File: src/rtl/uart_access_arbiter.sv
// uart_access_arbiter
//   Shares the single simulation UART port between two MMIO requesters
//   (0 = core, 1 = debug). One valid/ready request is accepted at a time with
//   round-robin arbitration. It is then sequenced as a one-cycle wen/ren
//   strobe, a read-latency wait with rdata capture, and a response handshake
//   back to the owner. The UART irq level is registered once for the
//   interrupt controller.
//
// Parameters
//   ADDR_W  UART register address width
//   DATA_W  UART data width
//   RD_LAT  cycles from the ren strobe cycle to uart_rdata valid (1..15)
//
// Ports
//   clk, rst_n                   clock, asynchronous active-low reset
//   reqN_valid/ready             request handshake, requester N
//   reqN_write/addr/wdata        request payload (write=1, read=0)
//   respN_valid/ready/rdata      response handshake; rdata is 0 for writes
//   uart_wen/waddr/wdata         UART write strobe and payload
//   uart_ren/raddr/rdata         UART read strobe, address, returned data
//   uart_irq, irq_out            UART interrupt level and its registered copy
module uart_access_arbiter #(
   parameter int ADDR_W = 8,
   parameter int DATA_W = 8,
   parameter int RD_LAT = 1
) (
   input  logic              clk,
   input  logic              rst_n,
   input  logic              req0_valid,
   output logic              req0_ready,
   input  logic              req0_write,
   input  logic [ADDR_W-1:0] req0_addr,
   input  logic [DATA_W-1:0] req0_wdata,
   output logic              resp0_valid,
   input  logic              resp0_ready,
   output logic [DATA_W-1:0] resp0_rdata,
   input  logic              req1_valid,
   output logic              req1_ready,
   input  logic              req1_write,
   input  logic [ADDR_W-1:0] req1_addr,
   input  logic [DATA_W-1:0] req1_wdata,
   output logic              resp1_valid,
   input  logic              resp1_ready,
   output logic [DATA_W-1:0] resp1_rdata,
   output logic              uart_wen,
   output logic [ADDR_W-1:0] uart_waddr,
   output logic [DATA_W-1:0] uart_wdata,
   output logic              uart_ren,
   output logic [ADDR_W-1:0] uart_raddr,
   input  logic [DATA_W-1:0] uart_rdata,
   input  logic              uart_irq,
   output logic              irq_out
);

   typedef enum logic [1:0] {IDLE, ISSUE, WAIT, RESP} state_t;

   localparam logic [3:0] LAT = 4'(RD_LAT);

   state_t            state_q, state_d;
   logic              last_grant_q;
   logic              owner_q;
   logic              wr_q;
   logic [ADDR_W-1:0] addr_q;
   logic [DATA_W-1:0] wdata_q;
   logic [DATA_W-1:0] rdata_q;
   logic [3:0]        cnt_q;

   logic gnt0, gnt1, accept, resp_take;

   // Round-robin: a lone requester always wins; on a tie the requester that
   // was not served last wins.
   assign gnt0      = req0_valid & (~req1_valid | last_grant_q);
   assign gnt1      = req1_valid & (~req0_valid | ~last_grant_q);
   assign accept    = (state_q == IDLE) & (gnt0 | gnt1);
   assign resp_take = owner_q ? resp1_ready : resp0_ready;

   // Address/data always come from the latched request; only the strobes
   // qualify them.
   assign uart_waddr = addr_q;
   assign uart_raddr = addr_q;
   assign uart_wdata = wdata_q;

   always_ff @(posedge clk or negedge rst_n) begin
      if (!rst_n) state_q <= IDLE;
      else        state_q <= state_d;
   end

   always_comb begin
      state_d     = state_q;
      // rst_n gating keeps the combinational readies low while reset is held.
      req0_ready  = 1'b0;
      req1_ready  = 1'b0;
      resp0_valid = 1'b0;
      resp1_valid = 1'b0;
      resp0_rdata = '0;
      resp1_rdata = '0;
      uart_wen    = 1'b0;
      uart_ren    = 1'b0;
      case (state_q)
         IDLE: begin
            req0_ready = gnt0 & rst_n;
            req1_ready = gnt1 & rst_n;
            if (accept) state_d = ISSUE;
         end
         ISSUE: begin
            uart_wen = wr_q;
            uart_ren = ~wr_q;
            state_d  = wr_q ? RESP : WAIT;
         end
         WAIT: begin
            if (cnt_q == 4'd1) state_d = RESP;
         end
         RESP: begin
            resp0_valid = ~owner_q;
            resp1_valid = owner_q;
            if (owner_q) resp1_rdata = rdata_q;
            else         resp0_rdata = rdata_q;
            if (resp_take) state_d = IDLE;
         end
         default: state_d = IDLE;
      endcase
   end

   always_ff @(posedge clk or negedge rst_n) begin
      if (!rst_n) begin
         last_grant_q <= 1'b1;
         owner_q      <= 1'b0;
         wr_q         <= 1'b0;
         addr_q       <= '0;
         wdata_q      <= '0;
         rdata_q      <= '0;
         cnt_q        <= '0;
      end else begin
         if (accept) begin
            owner_q <= gnt1;
            wr_q    <= gnt1 ? req1_write : req0_write;
            addr_q  <= gnt1 ? req1_addr  : req0_addr;
            wdata_q <= gnt1 ? req1_wdata : req0_wdata;
            rdata_q <= '0;   // writes respond with zero data
         end
         if (state_q == ISSUE) cnt_q <= LAT;
         if (state_q == WAIT) begin
            cnt_q <= cnt_q - 4'd1;
            if (cnt_q == 4'd1) rdata_q <= uart_rdata;
         end
         if (state_q == RESP && resp_take) last_grant_q <= owner_q;
      end
   end

   always_ff @(posedge clk or negedge rst_n) begin
      if (!rst_n) irq_out <= 1'b0;
      else        irq_out <= uart_irq;
   end

endmodule
File: config.mk
export PLATFORM = sky130hd
export DESIGN_NAME = uart_access_arbiter
export DESIGN_NICKNAME = d
export VERILOG_FILES = /design/src/rtl/uart_access_arbiter.sv
export SDC_FILE = /design/constraint.sdc
export NUM_CORES = 1
export LEC_CHECK = 0
export ABC_CLOCK_PERIOD_IN_PS = 2000
export CAP_MARGIN = 20
export CORE_AREA = 2 2 82 84
export DETAILED_ROUTE_END_ITERATION = 12
export DIE_AREA = 0 0 84 86
export DONT_BUFFER_PORTS = 1
export GPL_TIMING_DRIVEN = 0
export PLACE_DENSITY_LB_ADDON = 0.25
export SETUP_SLACK_MARGIN = 0.1
export SYNTH_ARGS = -nofsm -noshare
export SYNTH_HDL_FRONTEND = slang
export SYNTH_SLANG_ARGS = --single-unit
export TNS_END_PERCENT = 20
File: constraint.sdc
create_clock -name clk -period 2 [get_ports clk]
set_input_delay 0.4 -clock clk [delete_from_list [all_inputs] [get_ports clk]]
set_output_delay 0.4 -clock clk [all_outputs]
set_load 0.1 [all_outputs]
# After elaboration in Yosys (flattened, before gate mapping)
# Cells that the tools add are included.
[classes]
n_addsub = 1
n_eq_ne = 7
n_mux = 24
bitwise = 13
n_reduce_logical = 4
[op_table]
columns = ["op", "n"]
rows = [
  ["two-way mux 8 bit", 9],
  ["two-way mux 1 bit", 9],
  ["two-way mux 4 bit", 2],
  ["one-hot mux 2 bit (4 select lines)", 1],
  ["two-way mux 2 bit", 3],
  ["inequality test 2 bit (second input constant)", 3],
  ["AND 1 bit", 5],
  ["NOT 1 bit", 5],
  ["== test 2 bit (second input constant)", 2],
  ["== test 4 x 1 -> 1 bit (second input constant)", 1],
  ["subtractor 4 x 1 -> 4 bit (second input constant)", 1],
  ["OR 1 bit", 3],
  ["AND reduction 3 bit", 1],
  ["== test 2 x 1 -> 1 bit (second input constant)", 1],
  ["logical NOT 2 bit", 1],
  ["nonzero test 2 bit", 1],
  ["logical AND 1 bit", 1],
]
[totals]
regBits = 34
in_bits = 49
out_inout_bits = 47

# Longest topological paths before layout
# Gate-level depths: netlist (run 1).
[depth]
ltp_word = 8
depth_mapped = 8

# Least setup slack after synthesis (run 1)
# Ideal clock, no wire load.
[synth_timing]
path_kind = "flip-flop to output port"
start = "reg state_q[1]"
end = "out resp0_rdata[0]"
arrival_time_ns = 2.526
path_slack_ns = -0.926
path_stages_with_launch = 5
n_path_buf = 1
cell_sequence = "dfrtp_1 -> ha_1 -> nor2b_1 -> clkbuf_1 -> and2_1"
[synth_between]
elab_chain_cells = 2
[synth_rtl]
columns = ["item", "line_no", "text"]
rows = [
  ["start: declaration", "59", "state_t state_q, state_d;"],
  ["start signal: assignment", "85", "else state_q <= state_d;"],
  ["== test 2 bit", "99", "case (state_q)"],
  ["two-way mux 8 bit", "99", ""],
  ["end: declaration", "36", "output logic [DATA_W-1:0] resp0_rdata,"],
]
# No other way between the ends.

# Worst setup path after layout (run 1)
[layout_timing]
start = "reg state_q[1]"
end = "out resp0_rdata[7]"
# Same word-level chain as after synthesis.

==> metrics.cfg, run 1 <==
[status]
outcome=finished with violations
violations=negative setup slack

[worst_setup_path]
r2r_slack_ns=0.31
end_kind=output port
worst_r2r_endpoint=state_q[1]
worst-setup-path-type=reg -> out
endpoint=resp0_rdata[7]
critPathArrivalTime_ns=1.61
crit_fanout=6
startpoint=state_q[1]
cp-start-kind=flip-flop
required_ns=1.60
ff2ff_path_depth=6
r2r_start=state_q[0]

[cts]
clock_path_buffers=2
cts_sinks=34
cts_tree=done
clkSlewWorstSetupHoldPaths_ns=0.07
cts_max_level=2
cts-buffers-inserted=5
clkLatencyLatePin_ns=0.28
cts-root-buf=clkbuf_8

[drt]
vias=1398
via_per_inst=4.888
wire_per_inst_um=15.83
antenna_left=0
dr.pass1.iters=4
drtIter0Drc=47
routed_wl_um=4527
drcViolationCount=0

[global_routing]
grt_max_degree=35
grt_usage_pct=12.23
antenna_found_initial=0
grt_pass1_vias=1308
grt-ovfl-total=0
grt_pass1_wl_um=6900

[sta]
rsz0062_at_grt=true
finalClockSkew_ns=0.008720
slew_headroom_pct=39.59
min_period_ns=2.011
fin_crit_sh_pct=100.6
slew_viol_final=0
worst_slew_pin_slew_ns=0.9061
finalSetupViolations=5
max_freq_mhz=497.1
hold_violations=0
setup_ws_ns=-0.01149

[floorplan]
rows=29
die_y_um=86
io_pins=96
die_area_um2=7224
initial_core_util_pct=29.26
die_w_um=84
coreArea_um2=6277

[place]
place.port_buffers=0
dp_hpwl_um=3176
gp_congestion=0.6931

[yosys]
syn_area_per_cell_um2=9.419
synth_area_um2=1837
synth_cells=195
netlist-cell-type-count=30
synth_nets=250
ys_warn_count=0
ys_seq_elements=34
ys_seq_area_share_pct=46.39

[final_layout]
drive_gt1_share_pct=31.10
antenna_cells=0
fin_util_pct=35.80
nets=263
area.growth.synth_to_final_pct=22.34

[flow_run]
maxCapViolCount=0

[worst_hold_path]
holdCritPathClass=in -> reg

area by class of cell:
type                       count  area (um^2)
buffer                        20        156.4
clock buffer                   8        90.09
fill                         646         4030
inverter                       6        22.52
multi-input combinational    135        938.4
sequential                    34        863.3
tap                           77        96.34
timing repair buffer           6        80.08
state kept, by name, indices dropped and copies added (netlist names):
| signal | cells |
|---|---|
| uart_raddr | 8 |
| wr_q | 1 |
| last_grant_q | 1 |
| irq_out | 1 |
| uart_wdata | 8 |
| owner_q | 1 |
| rdata_q | 8 |
| cnt_q | 4 |
| state_q | 2 |
placed cells by master (no fill, tap or decap):
cell type / instances
nand2_1: 36
dfrtp_1: 24
o21ai_0: 22
mux2i_1: 18
buf_4: 11
and2_4: 9
and3_4: 9
dfrtp_2: 9
o21ai_1: 8
clkbuf_1: 6
clkbuf_8: 6
inv_1: 5
nand3_1: 4
ha_1: 4
buf_2: 3
buf_12: 3
a21oi_1: 3
nor2_1: 3
and2_1: 2
nor2b_4: 2
clkbuf_4: 2
nor3_1: 2
ha_4: 2
inv_2: 1
nor3b_1: 1
o21ai_2: 1
and2_2: 1
a21boi_2: 1
buf_6: 1
a21oi_2: 1
o21a_1: 1
o2bb2ai_1: 1
o32ai_1: 1
nand3b_1: 1
mux2_2: 1
a22o_1: 1
dlygate4sd3_1: 1
dfstp_2: 1
buf_16: 1
routing by layer:
metal / vias to the layer above / part of all wire (%) / GRT usage (%)
li1: 668 / - / -
met1: 660 / 45 / 16.37
met4: 0 / 0.97 / 3.079
met3: 5 / 8.8 / 4.427
met2: 65 / 45 / 18.91
met5: - / 0 / 0
worst max-delay path, cell delays in order, from the launching register on:
cell and delay, ns:
dfrtp_2 0.43, ha_4 0.15, nor2b_4 0.18, buf_12 0.20, and2_4 0.36
cell families after synthesis:
| group | synth area share [%] |
|---|---|
| buf+inv | 8.583 |
| compound gates | 12.19 |
| flops | 46.39 |
| simple gates | 18.32 |
| mux | 10.42 |
| fa+ha+maj | 4.087 |
cell usage after synthesis:
library cell  instances  area, um^2
nand2_1              36       135.1
dfrtp_1              33       825.8
o21ai_0              22       110.1
mux2i_1              18       180.2
and2_1               12       75.07
buf_4                 9       67.56
and3_1                8       50.05
o21ai_1               8       40.04
clkbuf_1              7       26.28
ha_1                  6       75.07
inv_1                 6       22.52
a21oi_1               4       20.02
nand3_1               4       20.02
nor2_1                3       11.26
buf_2                 2       10.01
nor2b_1               2       12.51
nor3_1                2       10.01
a21boi_2              1       11.26
a22o_1                1       8.760
and3_2                1       7.510
buf_12                1       20.02
buf_6                 1       11.26
dfstp_2               1       26.28
mux2_2                1       11.26
nand3b_1              1       7.510
nor3b_1               1       7.510
o21a_1                1       7.510
o21ai_2               1       8.760
o2bb2ai_1             1       8.760
o32ai_1               1       8.760
worst min-delay path by stage:
stage             start       endpoint  slack [ns]  depth (start not counted)
2_1_floorplan     rst_n       cnt_q[0]        0.10                          0
4_1_cts        uart_irq        irq_out        0.13                          0
6_report       uart_irq        irq_out        0.14                          0
3_3_place_gp      rst_n  uart_wdata[2]        0.11                          0
5_1_grt        uart_irq        irq_out        0.12                          0
3_5_place_dp      rst_n  uart_wdata[2]        0.11                          0
metrics by stage:
| stage | std cells | hold WS [ns] | area (um^2) | setup WS, ns | TNS, ns |
|---|---|---|---|---|---|
| floorplan | 195 | 0.1044 | 1861 | -0.07104 | -0.07104 |
| global placement | 272 | 0.1052 | 1957 | -0.2149 | -2.222 |
| detailed placement | 273 | 0.1053 | 1984 | -0.2186 | -2.308 |
| CTS | 284 | 0.1316 | 2207 | -0.1351 | -1.075 |
| global route | 286 | 0.1242 | 2247 | -0.06476 | -0.3777 |
| finish | 286 | 0.1424 | 2247 | -0.01149 | -0.04521 |
repair_timing:
action | CTS | global route
setup buffers | 1 | 1
endpoints found under the hold margin | 34 | 0
cloned | 0 | 1
setup endpoints to repair | 29 | 21
resized for setup | 41 | 8
pin swaps | 8 | 12
hold buffers | 2 | 0
Power of run 1 is not shown: default switching activity piles up to over one toggle a cycle in this logic, so the estimate is an artifact.
==> run 2, diff against run 1 <==
--- a/config.mk
+++ b/config.mk
@@ -13,6 +13,7 @@
 export DONT_BUFFER_PORTS = 1
 export GPL_TIMING_DRIVEN = 0
 export PLACE_DENSITY_LB_ADDON = 0.25
+export REMOVE_ABC_BUFFERS = 1
 export SETUP_SLACK_MARGIN = 0.1
 export SYNTH_ARGS = -nofsm -noshare
 export SYNTH_HDL_FRONTEND = slang
==> constraint.sdc (replaced) <==
create_clock -name clk -period 2 [get_ports clk]
set_input_delay 0.4 -clock clk [delete_from_list [all_inputs] [get_ports clk]]
set_output_delay 0.4 -clock clk [all_outputs]
set_load 0.05 [all_outputs]
==> run 2 against run 1 <==
Effect of this change:
- the run now ends clean
- design area decreased by 5.5%
- wire length decreased by 12%
- core utilization decreased by 2.0 points
- critical path depth unchanged
- first-iteration DRC count increased by 15%
- non-clock buffer count decreased by 16
- hold slack got worse by 0.0032 ns
- critical endpoint is now req0_ready
- highest routed layer unchanged
==> metrics.cfg, run 2 (same netlist as run 1, synthesis figures left out) <==
[worst_hold_path]
holdCritPathClass=in -> reg  ; unchanged

[global_routing]
grt_max_degree=35  ; unchanged
grt_pass1_vias=1316  ; was 1,308
grt-ovfl-total=0  ; unchanged
grt_usage_pct=12.02  ; was 12.23%
grt_pass1_wl_um=6727  ; was 6900 um
antenna_found_initial=0  ; unchanged

[floorplan]
die_w_um=84  ; unchanged
rows=29  ; unchanged
coreArea_um2=6277  ; unchanged
initial_core_util_pct=29.26  ; unchanged
die_area_um2=7224  ; unchanged
die_y_um=86  ; unchanged
io_pins=96  ; unchanged

[sta]
fin_crit_sh_pct=97.71  ; was 100.6%
slew_viol_final=0  ; unchanged
slew_headroom_pct=39.17  ; was 39.59%
worst_slew_pin_slew_ns=0.9124  ; was 0.9061 ns
setup_ws_ns=0.04586  ; was -0.01149 ns
finalSetupViolations=0  ; was 5
rsz0062_at_grt=true  ; unchanged
max_freq_mhz=511.7  ; was 497.1 MHz
hold_violations=0  ; unchanged
finalClockSkew_ns=0.006052  ; was 0.008720 ns
hold_ws_ns=0.1393  ; was 0.1424 ns
min_period_ns=1.954  ; was 2.011 ns
finalSetupTns_ns=0  ; was -0.04521 ns

[drt]
antenna_left=0  ; unchanged
dr.pass1.iters=4  ; unchanged
via_per_inst=4.900  ; was 4.888
drcViolationCount=0  ; unchanged
wire_per_inst_um=14.81  ; was 15.83 um
routed_wl_um=4000  ; was 4527 um
drtIter0Drc=54  ; was 47
vias=1323  ; was 1,398

[cts]
cts_max_level=2  ; unchanged
clkSlewWorstSetupHoldPaths_ns=0.07  ; about the same
clock_path_buffers=2  ; unchanged
cts-root-buf=clkbuf_8  ; unchanged
clkLatencyLatePin_ns=0.28  ; about the same
cts_tree=done  ; unchanged
cts_sinks=34  ; unchanged
cts-buffers-inserted=5  ; unchanged

[status]
outcome=complete, no violations  ; was finished with violations

[pwr]
power_mw=4.221
leakagePower_nw=0.9683
powerDensity_nw_per_um2=1987
ir_drop_v=0.001146

[place]
place_area_um2=1872  ; was 1984 um^2
dp_hpwl_um=2863  ; was 3176 um
gp_congestion=0.6812  ; was 0.6931
place.port_buffers=0  ; unchanged
preCtsSetupSlack_ns=-0.3910  ; was -0.2186 ns

[worst_setup_path]
crit_family=flip-flops  ; was simple AND/OR/NAND/NOR gates
required_ns=1.60  ; about the same
critical_path.max_stage_delay_ns=0.42  ; was 0.43 ns
crit_fanout=6  ; unchanged
cp_cell_sequence=inv_1 -> ha_4 -> nand3_1 -> a21oi_4  ; was ha_4 -> nor2b_4 -> buf_12 -> and2_4
cp-start-kind=flip-flop  ; unchanged
path_buf_inv=1  ; unchanged
critPathArrivalTime_ns=1.55  ; was 1.61 ns
cpMaxStageDelayCell=dfrtp_1  ; was dfrtp_2
end_kind=output port  ; unchanged
worst-setup-path-type=reg -> out  ; unchanged

[final_layout]
final_common_cell=nand2_1  ; unchanged
final_cell_mix=nand2_1 (36), dfrtp_1 (32), o21ai_0 (22)  ; was nand2_1 (36), dfrtp_1 (24), o21ai_0 (22)
design_area_um2=2125  ; was 2247 um^2
antenna_cells=0  ; unchanged
drive_gt1_share_pct=23.32  ; was 31.10%
area.growth.synth_to_final_pct=15.67  ; was 22.34%
nets=247  ; was 263

[flow_run]
maxCapViolCount=0  ; unchanged

run 2: cell types whose count changed in the layout (fill, tap and decap cells not counted), sizes merged:
| cell | before | now |
|---|---|---|
| buf | 19 | 9 |
| clkbuf | 14 | 8 |
run 2: final timing paths:
kind                       startpoint             to  slack [ns]  depth (start not counted)
max in group asynchronous       rst_n   last_grant_q        1.19                          2
min reg2reg                  cnt_q[3]       cnt_q[3]        0.51                          1
max                        state_q[0]     req0_ready        0.05                          4
max reg2reg                state_q[0]     state_q[1]        0.29                          6
min in group asynchronous       rst_n  uart_wdata[4]        0.56                          2
min                          uart_irq        irq_out        0.14                          0
run 2: where the power goes:
part | internal, mW | total [mW] | switching (mW)
sequential | 0.988 | 2.10 | 1.11
clock | 0.281 | 0.522 | 0.241
combinational | 0.640 | 1.60 | 0.955
total | 1.91 | 4.22 | 2.31
run 2: per-stage QoR:
| stage | instances | utilization, % |
|---|---|---|
| 3_5_place_dp | 256 | 29.82 |
| 2_1_floorplan | 175 | - |
| 6_report | 270 | 33.84 |
| 5_1_grt | 270 | 33.84 |
| 4_1_cts | 270 | 33.43 |
| 3_3_place_gp | 252 | 28.64 |
run 2: worst register-to-register path: stages, from the launching register on:
cell       delay (ns)
dfrtp_1          0.42
inv_1            0.17
ha_1             0.29
inv_1            0.10
o2bb2ai_1        0.26
nor2_1           0.09
mux2_2           0.27
run 2: repair_timing:
item / CTS / global route
setup endpoints to repair: 21 / 22
pin swaps: 3 / 1
hold buffers: 2 / 0
buffers inserted: 4 / 0
hold endpoints to repair: 34 / 0
resized for setup: 20 / 18
run 2: layer usage:
| metal | share of wire (%) | vias to the layer above | wire length [um] | track usage, % |
|---|---|---|---|---|
| li1 | - | 637 | - | - |
| met1 | 44 | 604 | 1773 | 15.22 |
| met2 | 43 | 77 | 1721 | 17.96 |
| met3 | 12 | 5 | 461 | 5.871 |
| met4 | 1.1 | 0 | 44 | 4.106 |
| met5 | 0 | - | 0 | 0 |
run 2: area by class of cell:
class                   count  area (um^2)
clock buffers               8        90.09
fillers                   655         4153
inverters                   6        22.52
multi-input cells         135        920.9
flip-flops and latches     34        853.3
well taps                  77        96.34
repair buffers             10        141.4
No activity file was read; power rests on OpenSTA's default activity.
==> run 3, diff against run 2 <==
--- a/config.mk
+++ b/config.mk
@@ -12,6 +12,7 @@
 export DIE_AREA = 0 0 84 86
 export DONT_BUFFER_PORTS = 1
 export GPL_TIMING_DRIVEN = 0
+export MAX_ROUTING_LAYER = met4
 export PLACE_DENSITY_LB_ADDON = 0.25
 export REMOVE_ABC_BUFFERS = 1
 export SETUP_SLACK_MARGIN = 0.1
==> run 3 against run 2 <==
Effect of this change:
- design area is the same
- clock power is essentially flat
- combinational power is essentially flat
- clock-buffer cell count is the same
- setup slack lost 0.0010 ns
- non-clock buffer count is the same
- critical endpoint unchanged
- largest power group unchanged
==> metrics.cfg, run 3 (same netlist as run 1, synthesis figures left out) <==
[status]
outcome=complete, no violations  ; unchanged

[floorplan]
io_pins=96  ; unchanged
coreArea_um2=6277  ; unchanged
die_area_um2=7224  ; unchanged
die_y_um=86  ; unchanged
die_w_um=84  ; unchanged
initial_core_util_pct=29.26  ; unchanged
rows=29  ; unchanged

[drt]
wire_per_inst_um=14.80  ; was 14.81 um
via_per_inst=4.889  ; was 4.900
drtIter0Drc=55  ; was 54
drcViolationCount=0  ; unchanged
antenna_left=0  ; unchanged
routed_wl_um=3997  ; was 4000 um
vias=1320  ; was 1,323
dr.pass1.iters=4  ; unchanged

[pwr]
leakagePower_nw=0.9683  ; unchanged
powerDensity_nw_per_um2=1986  ; was 1987 nW/um^2
power_mw=4.220  ; was 4.221 mW
ir_drop_v=0.001146  ; unchanged

[cts]
clkLatencyLatePin_ns=0.28  ; about the same
cts_sinks=34  ; unchanged
clock_path_buffers=2  ; unchanged
cts-buffers-inserted=5  ; unchanged
cts-root-buf=clkbuf_8  ; unchanged
cts_max_level=2  ; unchanged
clkSlewWorstSetupHoldPaths_ns=0.07  ; about the same
cts_tree=done  ; unchanged

[worst_setup_path]
cp_cell_sequence=inv_1 -> ha_4 -> nand3_1 -> a21oi_4  ; unchanged
end_kind=output port  ; unchanged
r2r_slack_ns=0.29  ; about the same
critical_path.max_stage_delay_ns=0.42  ; about the same
cp-start-kind=flip-flop  ; unchanged
startpoint=state_q[0]  ; unchanged
r2r_start=state_q[0]  ; unchanged
crit_fanout=6  ; unchanged
critPathArrivalTime_ns=1.56  ; was 1.55 ns
worst-setup-path-type=reg -> out  ; unchanged
cpMaxStageDelayCell=dfrtp_1  ; unchanged
path_buf_inv=1  ; unchanged
crit_family=flip-flops  ; unchanged
required_ns=1.60  ; about the same

[place]
gp_congestion=0.6881  ; was 0.6812
place.port_buffers=0  ; unchanged
dp_hpwl_um=2863  ; unchanged
preCtsSetupSlack_ns=-0.3910  ; unchanged

[final_layout]
final_cell_mix=nand2_1 (36), dfrtp_1 (32), o21ai_0 (22)  ; unchanged
final_common_cell=nand2_1  ; unchanged
drive_gt1_share_pct=23.32  ; unchanged
antenna_cells=0  ; unchanged
area.growth.synth_to_final_pct=15.67  ; unchanged
nets=247  ; unchanged
fillers=655  ; unchanged

[sta]
hold_ws_ns=0.1393  ; about the same
fin_crit_sh_pct=97.76  ; was 97.71%
finalClockSkew_ns=0.006074  ; was 0.006052 ns
rsz0062_at_grt=true  ; unchanged
min_period_ns=1.955  ; was 1.954 ns
slew_viol_final=0  ; unchanged
max_freq_mhz=511.5  ; was 511.7 MHz
slew_headroom_pct=38.90  ; was 39.17%
worst_slew_pin_slew_ns=0.9166  ; was 0.9124 ns
hold_violations=0  ; unchanged
setup_ws_ns=0.04485  ; was 0.04586 ns
finalSetupViolations=0  ; unchanged

[global_routing]
grt_max_degree=35  ; unchanged
grt_pass1_vias=1319  ; was 1,316
antenna_found_initial=0  ; unchanged
grt_pass1_wl_um=6734  ; was 6727 um
grt_usage_pct=12.38  ; was 12.02%
grt-ovfl-total=0  ; unchanged

[flow_run]
maxCapViolCount=0  ; unchanged

[worst_hold_path]
holdCritPathClass=in -> reg  ; unchanged
hold_path_startpoint=uart_irq  ; unchanged

run 3: report_power, final:
part	leakage [nW]	total, mW	switching [mW]	internal [mW]
clock network	0.0455	0.523	0.242	0.281
registers	0.423	2.10	1.11	0.988
logic	0.500	1.60	0.955	0.640
run 3: final timing paths:
kind | end | cells after the start
setup / recovery | req0_ready | 4
hold / removal | irq_out | 0
setup reg to reg | state_q[1] | 6
hold reg to reg | cnt_q[3] | 1
max in group asynchronous | last_grant_q | 2
min in group asynchronous | uart_wdata[4] | 2
run 3: routing by layer:
| layer | track usage, % | vias to the layer above | share of wire [%] |
|---|---|---|---|
| met5 | - | - | 0 |
| met4 | 4.106 | 0 | 1.3 |
| met3 | 5.294 | 7 | 11 |
| met2 | 17.96 | 75 | 43 |
| met1 | 15.58 | 601 | 45 |
| li1 | - | 637 | - |
run 3: final cells by class:
class                      count  area, um^2  area share, %
sequential                    34       853.3          40.16
tap                           77       96.34          4.535
clock buffer                   8       90.09          4.240
multi-input combinational    135       920.9          43.35
timing repair buffer          10       141.4          6.655
inverter                       6       22.52          1.060
run 3: through the flow:
| step | cell area (um^2) | utilization, % | instances | setup TNS (ns) |
|---|---|---|---|---|
| 6_report | 2125 | 33.84 | 270 | 0 |
| 5_1_grt | 2125 | 33.84 | 270 | -0.1681 |
| 4_1_cts | 2098 | 33.43 | 270 | 0 |
| 3_5_place_dp | 1872 | 29.82 | 256 | -1.441 |
| 3_3_place_gp | 1798 | 28.64 | 252 | -7.746 |
| 2_1_floorplan | 1702 | - | 175 | -4.326 |
run 3: what timing repair did:
item,CTS,global route
hold endpoints to repair,34,0
gates resized for setup,20,18
endpoints found under the setup margin,21,22
setup buffers,4,0
hold buffers,2,0
pin swaps,3,1
